File: src/rtl/vector_logic_lane_unit.sv
`timescale 1ns/1ps
// ---------------------------------------------------------------------------
// vector_logic_lane_unit
//
// Purpose:
//   Bitwise vector logic unit. A request latches two VLEN-bit operands, the
//   prior destination value and an optional byte mask. The result is then
//   produced one LANE_WIDTH slice per cycle (BEATS = VLEN/LANE_WIDTH cycles)
//   and held on vd until the consumer takes it.
//
// Handshake:
//   A request is accepted on a rising edge where in_valid && in_ready.
//   A result is consumed on a rising edge where out_valid && out_ready.
//   in_ready is high only while idle and out_valid only while a finished
//   result is held; both depend only on the state register, never on the
//   inputs, so neither side can combinationally loop through this unit.
//
// Ports:
//   clock        sole clock, all state on the rising edge
//   reset        synchronous, active-high
//   in_valid     operation request
//   in_ready     unit can accept a request (idle)
//   logic_mode   000 zero, 001 AND, 010 OR, 011 XOR, 100 NAND, 101 NOR,
//                110 XNOR, 111 ANDN (vs2 & ~vs1)
//   mask_enable  apply v0_mask when high
//   v0_mask      per-byte write enable (1 = write result byte)
//   vs2, vs1     operands
//   vd_old       prior destination value, kept in masked-off bytes
//   out_valid    result held on vd
//   out_ready    consumer accepts result
//   vd           result vector
//   state_dbg    current FSM state (0 idle, 1 busy, 2 done)
// ---------------------------------------------------------------------------
module vector_logic_lane_unit #(
    parameter int VLEN       = 128,
    parameter int LANE_WIDTH = 32
) (
    input  logic              clock,
    input  logic              reset,
    input  logic              in_valid,
    output logic              in_ready,
    input  logic [2:0]        logic_mode,
    input  logic              mask_enable,
    input  logic [VLEN/8-1:0] v0_mask,
    input  logic [VLEN-1:0]   vs2,
    input  logic [VLEN-1:0]   vs1,
    input  logic [VLEN-1:0]   vd_old,
    output logic              out_valid,
    input  logic              out_ready,
    output logic [VLEN-1:0]   vd,
    output logic [1:0]        state_dbg
);

    localparam int BEATS      = VLEN / LANE_WIDTH;
    localparam int LANE_BYTES = LANE_WIDTH / 8;
    // Keep the counter at least one bit wide so BEATS = 1 still elaborates.
    localparam int BW         = (BEATS > 1) ? $clog2(BEATS) : 1;
    localparam logic [BW-1:0] LAST_BEAT = BW'(BEATS - 1);

    typedef enum logic [1:0] {
        S_IDLE = 2'd0,
        S_BUSY = 2'd1,
        S_DONE = 2'd2
    } state_t;

    state_t              state_q,   state_d;
    logic [BW-1:0]       beat_q,    beat_d;
    logic [2:0]          mode_q,    mode_d;
    logic                mask_en_q, mask_en_d;
    logic [VLEN/8-1:0]   mask_q,    mask_d;
    logic [VLEN-1:0]     vs2_q,     vs2_d;
    logic [VLEN-1:0]     vs1_q,     vs1_d;
    logic [VLEN-1:0]     old_q,     old_d;
    logic [VLEN-1:0]     vd_q,      vd_d;

    logic [LANE_WIDTH-1:0] lane_a;
    logic [LANE_WIDTH-1:0] lane_b;
    logic [LANE_WIDTH-1:0] lane_old;
    logic [LANE_BYTES-1:0] lane_m;
    logic [LANE_WIDTH-1:0] lane_res;
    logic [LANE_WIDTH-1:0] lane_out;

    // Pick the latched slice addressed by the beat counter. Only one
    // LANE_WIDTH-wide logic datapath exists; it is shared across beats.
    always_comb begin
        lane_a   = '0;
        lane_b   = '0;
        lane_old = '0;
        lane_m   = '0;
        for (int b = 0; b < BEATS; b++) begin
            if (beat_q == BW'(b)) begin
                lane_a   = vs2_q[b*LANE_WIDTH +: LANE_WIDTH];
                lane_b   = vs1_q[b*LANE_WIDTH +: LANE_WIDTH];
                lane_old = old_q[b*LANE_WIDTH +: LANE_WIDTH];
                lane_m   = mask_q[b*LANE_BYTES +: LANE_BYTES];
            end
        end
    end

    always_comb begin
        lane_res = '0;
        case (mode_q)
            3'b000:  lane_res = '0;
            3'b001:  lane_res = lane_a & lane_b;
            3'b010:  lane_res = lane_a | lane_b;
            3'b011:  lane_res = lane_a ^ lane_b;
            3'b100:  lane_res = ~(lane_a & lane_b);
            3'b101:  lane_res = ~(lane_a | lane_b);
            3'b110:  lane_res = ~(lane_a ^ lane_b);
            3'b111:  lane_res = lane_a & ~lane_b;
            default: lane_res = '0;
        endcase
    end

    // Masked-off bytes keep the latched prior destination value.
    always_comb begin
        lane_out = '0;
        for (int i = 0; i < LANE_BYTES; i++) begin
            lane_out[i*8 +: 8] = (!mask_en_q || lane_m[i]) ? lane_res[i*8 +: 8]
                                                           : lane_old[i*8 +: 8];
        end
    end

    // Next-state and datapath update.
    always_comb begin
        state_d   = state_q;
        beat_d    = beat_q;
        mode_d    = mode_q;
        mask_en_d = mask_en_q;
        mask_d    = mask_q;
        vs2_d     = vs2_q;
        vs1_d     = vs1_q;
        old_d     = old_q;
        vd_d      = vd_q;
        case (state_q)
            S_IDLE: begin
                if (in_valid) begin
                    mode_d    = logic_mode;
                    mask_en_d = mask_enable;
                    mask_d    = v0_mask;
                    vs2_d     = vs2;
                    vs1_d     = vs1;
                    old_d     = vd_old;
                    beat_d    = '0;
                    state_d   = S_BUSY;
                end
            end
            S_BUSY: begin
                for (int b = 0; b < BEATS; b++) begin
                    if (beat_q == BW'(b)) begin
                        vd_d[b*LANE_WIDTH +: LANE_WIDTH] = lane_out;
                    end
                end
                if (beat_q == LAST_BEAT) begin
                    beat_d  = '0;
                    state_d = S_DONE;
                end else begin
                    beat_d  = beat_q + BW'(1);
                end
            end
            S_DONE: begin
                // Returning to idle here means the handshake edge can never
                // also accept; the earliest new accept is the next edge.
                if (out_ready) begin
                    state_d = S_IDLE;
                end
            end
            default: begin
                state_d = S_IDLE;
            end
        endcase
    end

    always_ff @(posedge clock) begin
        if (reset) begin
            state_q   <= S_IDLE;
            beat_q    <= '0;
            mode_q    <= '0;
            mask_en_q <= 1'b0;
            mask_q    <= '0;
            vs2_q     <= '0;
            vs1_q     <= '0;
            old_q     <= '0;
            vd_q      <= '0;
        end else begin
            state_q   <= state_d;
            beat_q    <= beat_d;
            mode_q    <= mode_d;
            mask_en_q <= mask_en_d;
            mask_q    <= mask_d;
            vs2_q     <= vs2_d;
            vs1_q     <= vs1_d;
            old_q     <= old_d;
            vd_q      <= vd_d;
        end
    end

    assign in_ready  = (state_q == S_IDLE);
    assign out_valid = (state_q == S_DONE);
    assign vd        = vd_q;
    assign state_dbg = state_q;

endmodule

File: config.mk
export PLATFORM = sky130hd
export DESIGN_NAME = vector_logic_lane_unit
export DESIGN_NICKNAME = d
export VERILOG_FILES = /design/src/rtl/vector_logic_lane_unit.sv
export SDC_FILE = /design/constraint.sdc
export NUM_CORES = 1
export LEC_CHECK = 0
export CAP_MARGIN = 30
export CORE_MARGIN = 1.5
export CORE_UTILIZATION = 52
export DETAILED_ROUTE_END_ITERATION = 10
export GPL_ROUTABILITY_DRIVEN = 0
export PLACE_DENSITY = 0.81
export SKIP_CTS_REPAIR_TIMING = 1
export SLEW_MARGIN = 20
export SYNTH_ARGS = -nofsm -noshare
export SYNTH_HDL_FRONTEND = slang
export SYNTH_SLANG_ARGS = --single-unit
File: constraint.sdc
create_clock -name clock -period 4.2 [get_ports clock]
set_input_delay 0.42 -clock clock [delete_from_list [all_inputs] [get_ports clock]]
set_output_delay 0.42 -clock clock [all_outputs]
set_load 0.005 [all_outputs]
### After elaboration in Yosys (flattened, before gate mapping)

Index checks and enable logic that the tools add are counted.

| storage, ports and cells | value |
|---|---|
| word-level logic and storage cells | 79 |
| bits in registers | 536 |

| operators by class | value |
|---|---|
| reductions and logical operators | 16 |
| bitwise gates (word level) | 8 |
| eq/ne operators | 15 |
| muxes and demuxes | 27 |
| $add $sub $neg | 1 |

Operator list:

| kind | number |
|---|---|
| $mux 32 | 11 |
| $pmux 32 s8 | 1 |
| $not 32->32 | 4 |
| $and 32x32->32 | 2 |
| $mux 8 | 4 |
| $or 32x32->32 | 1 |
| $xor 32x32->32 | 1 |
| $mux 4 | 4 |
| $eq 3x3->1 const B | 4 |
| $reduce_and 2->1 | 6 |
| $mux 2 | 5 |
| $eq 2x2->1 const B | 3 |
| $eq 3x2->1 const B | 2 |
| $pmux 2 s3 | 1 |
| $eq 2x1->1 const B | 2 |
| $logic_not 2->1 | 2 |
| $logic_or 1x1->1 | 4 |
| $ne 2x2->1 const B | 2 |
| $pmux 2 s2 | 1 |
| $eq 3x1->1 const B | 1 |
| $logic_not 3->1 | 1 |
| $reduce_and 3->1 | 1 |
| $add 2x1->2 const B | 1 |
| $ne 2x1->1 const B | 1 |
| other kinds (2) | 2 |

### Depth between registers and ports, before layout

| depth | value |
|---|---|
| depth after elaboration | 9 |
| mapped depth | 15 |
| mapped depth without buffers | 11 |

### Least setup slack after synthesis

No wires, ideal clock.

| timing path | value |
|---|---|
| path type | register -> register |
| start | register beat_q[0] |
| end | register vd_q[6] (netlist: vd[6]) |
| setup time | 0.148 ns |
| clock period less this slack | 2.904 ns |
| stages on the path, launching flop included | 14 |
| slack | 1.296 ns |
| arrival | 2.755 ns |
| cells stage by stage | dfxtp_1 > inv_1 > ha_1 > buf_4 > inv_2 > buf_1 > clkbuf_1 > o211a_1 > a21o_1 > ha_1 > mux2i_1 > o22ai_1 > a221oi_1 > o221ai_1 |

| between the ends | value |
|---|---|
| longest elaborated chain between the ends | 9 |
| elaborated cells on any way between the ends | 31 |
| those cells by class | eq/ne (3); mux (17); bitwise (8); reduce/logical (3) |

RTL lines:

| what | RTL line | source |
|---|---|---|
| start: declaration | 67 | `logic [BW-1:0] beat_q, beat_d;` |
| start signal: assignment | 187 | `beat_q <= beat_d;` |
| $logic_not 2->1 | 91, 150 |  |
| $mux 32 (4 in a row) | 91 | `if (beat_q == BW'(b)) begin` |
| $not 32->32, or another cell as far along | 110 | `3'b111: lane_res = lane_a & ~lane_b;` |
| $and 32x32->32, or another cell as far along | 110 |  |
| $pmux 32 s8 | 102 | `case (mode_q)` |
| $mux 8 | 119 | `lane_out[i*8 +: 8] = (!mask_en_q \|\| lane_m[i]) ? lane_res[i*8 +: 8]` |
| end signal: assignment | 194 | `vd_q <= vd_d;` |
| end: declaration | 74 | `logic [VLEN-1:0] vd_q, vd_d;` |

Parallel ways exist; a longest one is shown, timed or not.
A chain may end at the register's enable or synchronous reset.

### Final worst setup path

| timing path | value |
|---|---|
| start | register beat_q[0] |
| end | register vd_q[85] (netlist: vd[85]) |

| between the ends | value |
|---|---|
| longest elaborated chain between the ends | 9 |
| elaborated cells on any way between the ends | 31 |
| those cells by class | eq/ne (3); mux (17); bitwise (8); reduce/logical (3) |

RTL lines:

| what | RTL line |
|---|---|
| $logic_not 2->1 | 91 |
| $mux 32 (4 in a row) | 91 |
| $not 32->32, or another cell as far along | 110 |
| $and 32x32->32, or another cell as far along | 110 |
| $pmux 32 s8 | 102 |
| $mux 8 | 119 |

Parallel ways exist; a longest one is shown, timed or not.

==> impl_metrics.tcl <==
set metrics [dict create \
    status "finished, final reports clean" \
    yosysSeqAreaShare_pct 42.34 \
    path_cells "inv_1, ha_2, inv_4, buf_12, o211ai_1, o211a_1, a21o_1, ha_1, mux2i_1, o22ai_1, a221oi_1, o221ai_1" \
    async_flop_share_pct 0 \
    holdPathStages 3 \
    synthCells 3180 \
    fin_worst_skew_ps 20.07 \
    synth_commonest_cells "nand2_1 (1,065), dfxtp_1 (536), a21oi_1 (477), clkbuf_1 (134), mux2i_1 (110)" \
    setup_violations 0 \
    met2_length_um 43690 \
    yosysMostFrequentCell "nand2_1" \
    ys.flop_type "dfxtp_1" \
    wl_per_cell_um 21.53 \
    synth-edff-count 0 \
    fin_crit_ps 3838 \
    grt_max_degree 187 \
    cts_buffers 56 \
    cts_tree "yes" \
    firstDrtPassIters 8 \
    critPathRequiredTime_ps 4650 \
    hpwl_um 64230 \
    slew_viol_final 0 \
    die_x_um 223.8 \
    drtAntennaViolNets 0 \
    yosys_warnings 0 \
    synth-seq-cells 536 \
    max-slew-margin-rel_pct 30.70 \
    clock_latency_ps 620 \
    syn_nets 3688 \
    netlist_area_um2 25340 \
    grt_antenna_before_repair 3 \
    design_area_um2 32870 \
    arrival_ps 4280 \
    ir_worst_vdd_mv 0.2934 \
    critPathCaptureType "flip-flop" \
    io_buffers 539 \
    hold_viol 0 \
    start_util_pct 52.85 \
    top_layer_used "met5" \
    r2r-start "beat_q[0]$_SDFFE_PP0P_" \
    wl_met1_um 34450 \
    clockRootBuffer "clkbuf_16" \
    grt_pass1_vias 25100 \
    track_usage_pct 34.95 \
    rows 80 \
    areaGrowthSynthToFinish_pct 29.69 \
    grt_pass1_wl_um 137500 \
    synth_top_area_share_pct 42.34 \
    drc 0 \
    reg2reg_to "vd[85]$_SDFFE_PP0P_" \
    avgViaCountPerCell 6.092 \
    wl_met3_um 6315 \
    fmax_mhz 260.6 \
    r2r_slack_ps 360 \
    totalWireLength_um 90910 \
    r2r_cells 12 \
    critPathLaunchType "flip-flop" \
    cts-htree-levels 2 \
    hp-start "vd_old[127]" \
    fin_nets 4070 \
    timing.critical_path.buf_inv 3 \
    clock_path_buffers 3 \
    crit_fanout 48 \
    cp.depth 12 \
    fin_crit_sh_pct 91.38 \
    place_area_um2 31010 \
    clock_sinks 536 \
    p_leak_nw 12.76 \
    clkTransAtPathRegs_ps 70 \
    stdcell_count 4222 \
    crit_type "flip-flop to flip-flop" \
    grt.overflow.total 0 \
    yosysTopAreaCell "dfxtp_1" \
    drt_iter0_markers 2718 \
    cp_top_family "compound AO/OA/AOI/OAI gates" \
    rsz0062_at_grt "no" \
    vias 25720 \
    cpMaxStageDelayCell "a221oi_1" \
    worst_path_largest_cell_delay_ps 850 \
    die_h_um 223.8 \
    drive_above_1_share_pct 4.687 \
    cap_viol_max_count 0 \
    dieArea_um2 50070 \
    max_slew.worst_pin.slew_ps 1040 \
    powerDensity_nw_per_um2 380.7 \
    ys_top_cells_by_area "dfxtp_1 (42%), nand2_1 (16%), a21oi_1 (9.4%), ha_1 (4.9%), mux2i_1 (4.3%)" \
    min_path_type "input pin to flip-flop" \
    boundaryPins 540 \
    synth_area_per_cell_um2 7.969 \
    core-area_um2 47950 \
    hold_path_end "old_q[127]$_SDFFE_PP0P_" \
    synth_cell_types 54 \
    tns_ps 0 \
    dp.cells 4118 \
]
## how the worst max path moves through the flow
| stage | from | endpoint | slack (ps) |
|---|---|---|---|
| after global routing | beat_q[0]$_SDFFE_PP0P_ | vd[85]$_SDFFE_PP0P_ | 250 |
| after global placement | beat_q[0]$_SDFFE_PP0P_ | vd[85]$_SDFFE_PP0P_ | 660 |
| after floorplan | beat_q[0]$_SDFFE_PP0P_ | vd[6]$_SDFFE_PP0P_ | 1300 |
| final | beat_q[0]$_SDFFE_PP0P_ | vd[85]$_SDFFE_PP0P_ | 360 |
| after CTS | beat_q[0]$_SDFFE_PP0P_ | vd[85]$_SDFFE_PP0P_ | 500 |
| after detailed placement | beat_q[0]$_SDFFE_PP0P_ | vd[85]$_SDFFE_PP0P_ | 530 |
## flip-flops by register name (all words and copies together), names as in the netlist
register / cells
state_dbg: 2
beat_q: 2
mode_q: 3
vd: 128
mask_q: 16
mask_en_q: 1
old_q: 128
vs1_q: 128
vs2_q: 128
## per-stage QoR
| step | hold slack, ps | power, mW | setup WS (ps) | utilization, % |
|---|---|---|---|---|
| detailed placement | 445.6 | 7.556 | 526.7 | 64.68 |
| global route | 346.1 | 12.91 | 248.8 | 68.54 |
| CTS | 324.2 | 12.50 | 497.0 | 68.53 |
| floorplan | 431.7 | 6.678 | 1296 | - |
| global placement | 442.1 | 7.464 | 664.5 | 64.44 |
| finish | 343.9 | 12.51 | 362.1 | 68.55 |
## where the power goes
part / internal (mW) / leakage (nW) / switching [mW] / total, mW
sequential: 5.33 / 4.38 / 0.188 / 5.52
combinational: 0.878 / 7.47 / 1.09 / 1.97
clock: 2.88 / 0.908 / 2.14 / 5.02
## cell type report
class	count	area, um^2
diodes	1	2.502
clock buffers	79	1629
clock inverters	23	216.5
fillers	3794	15080
inverters	12	50.05
multi-input cells	2372	13520
flip-flops and latches	536	10730
well taps	615	769.5
repair buffers	584	5943
## metal layers
metal	global-route usage, %	vias up
met3	4.853	322
met4	23.13	4
li1	-	11820
met5	0	-
met2	59.47	1277
met1	41.24	12300
## cell families after synthesis
family	Yosys count	synth area share, %
AND/OR/NAND/NOR	1191	18.77
buffers and inverters	272	4.725
multiplexers	110	4.345
adder cells (fa/ha/maj)	100	4.937
AO/OA/AOI/OAI	971	24.88
flip-flops	536	42.34
## layout by cell type, fill, tap and decap left out, types with 30 or more instances in the layout
| master | synthesis | layout |
|---|---|---|
| a21o_1 | 64 | 64 |
| a21oi_1 | 477 | 473 |
| buf_4 | 7 | 31 |
| clkbuf_16 | 0 | 57 |
| clkdlybuf4s50_1 | 0 | 538 |
| dfxtp_1 | 536 | 535 |
| ha_1 | 100 | 96 |
| mux2i_1 | 110 | 110 |
| nand2_1 | 1065 | 1065 |
| nor2_1 | 31 | 30 |
| nor2b_1 | 51 | 49 |
| o211a_1 | 64 | 64 |
| o211ai_1 | 88 | 88 |
| o21ai_0 | 35 | 35 |
| o221ai_1 | 84 | 84 |
| o22ai_1 | 33 | 33 |
## worst min-delay path, cell delays in order
cell and delay, ps:
clkdlybuf4s50_1 400, nand2_1 60, a21oi_1 50
Note: power is estimated with default switching activity, not from simulation.
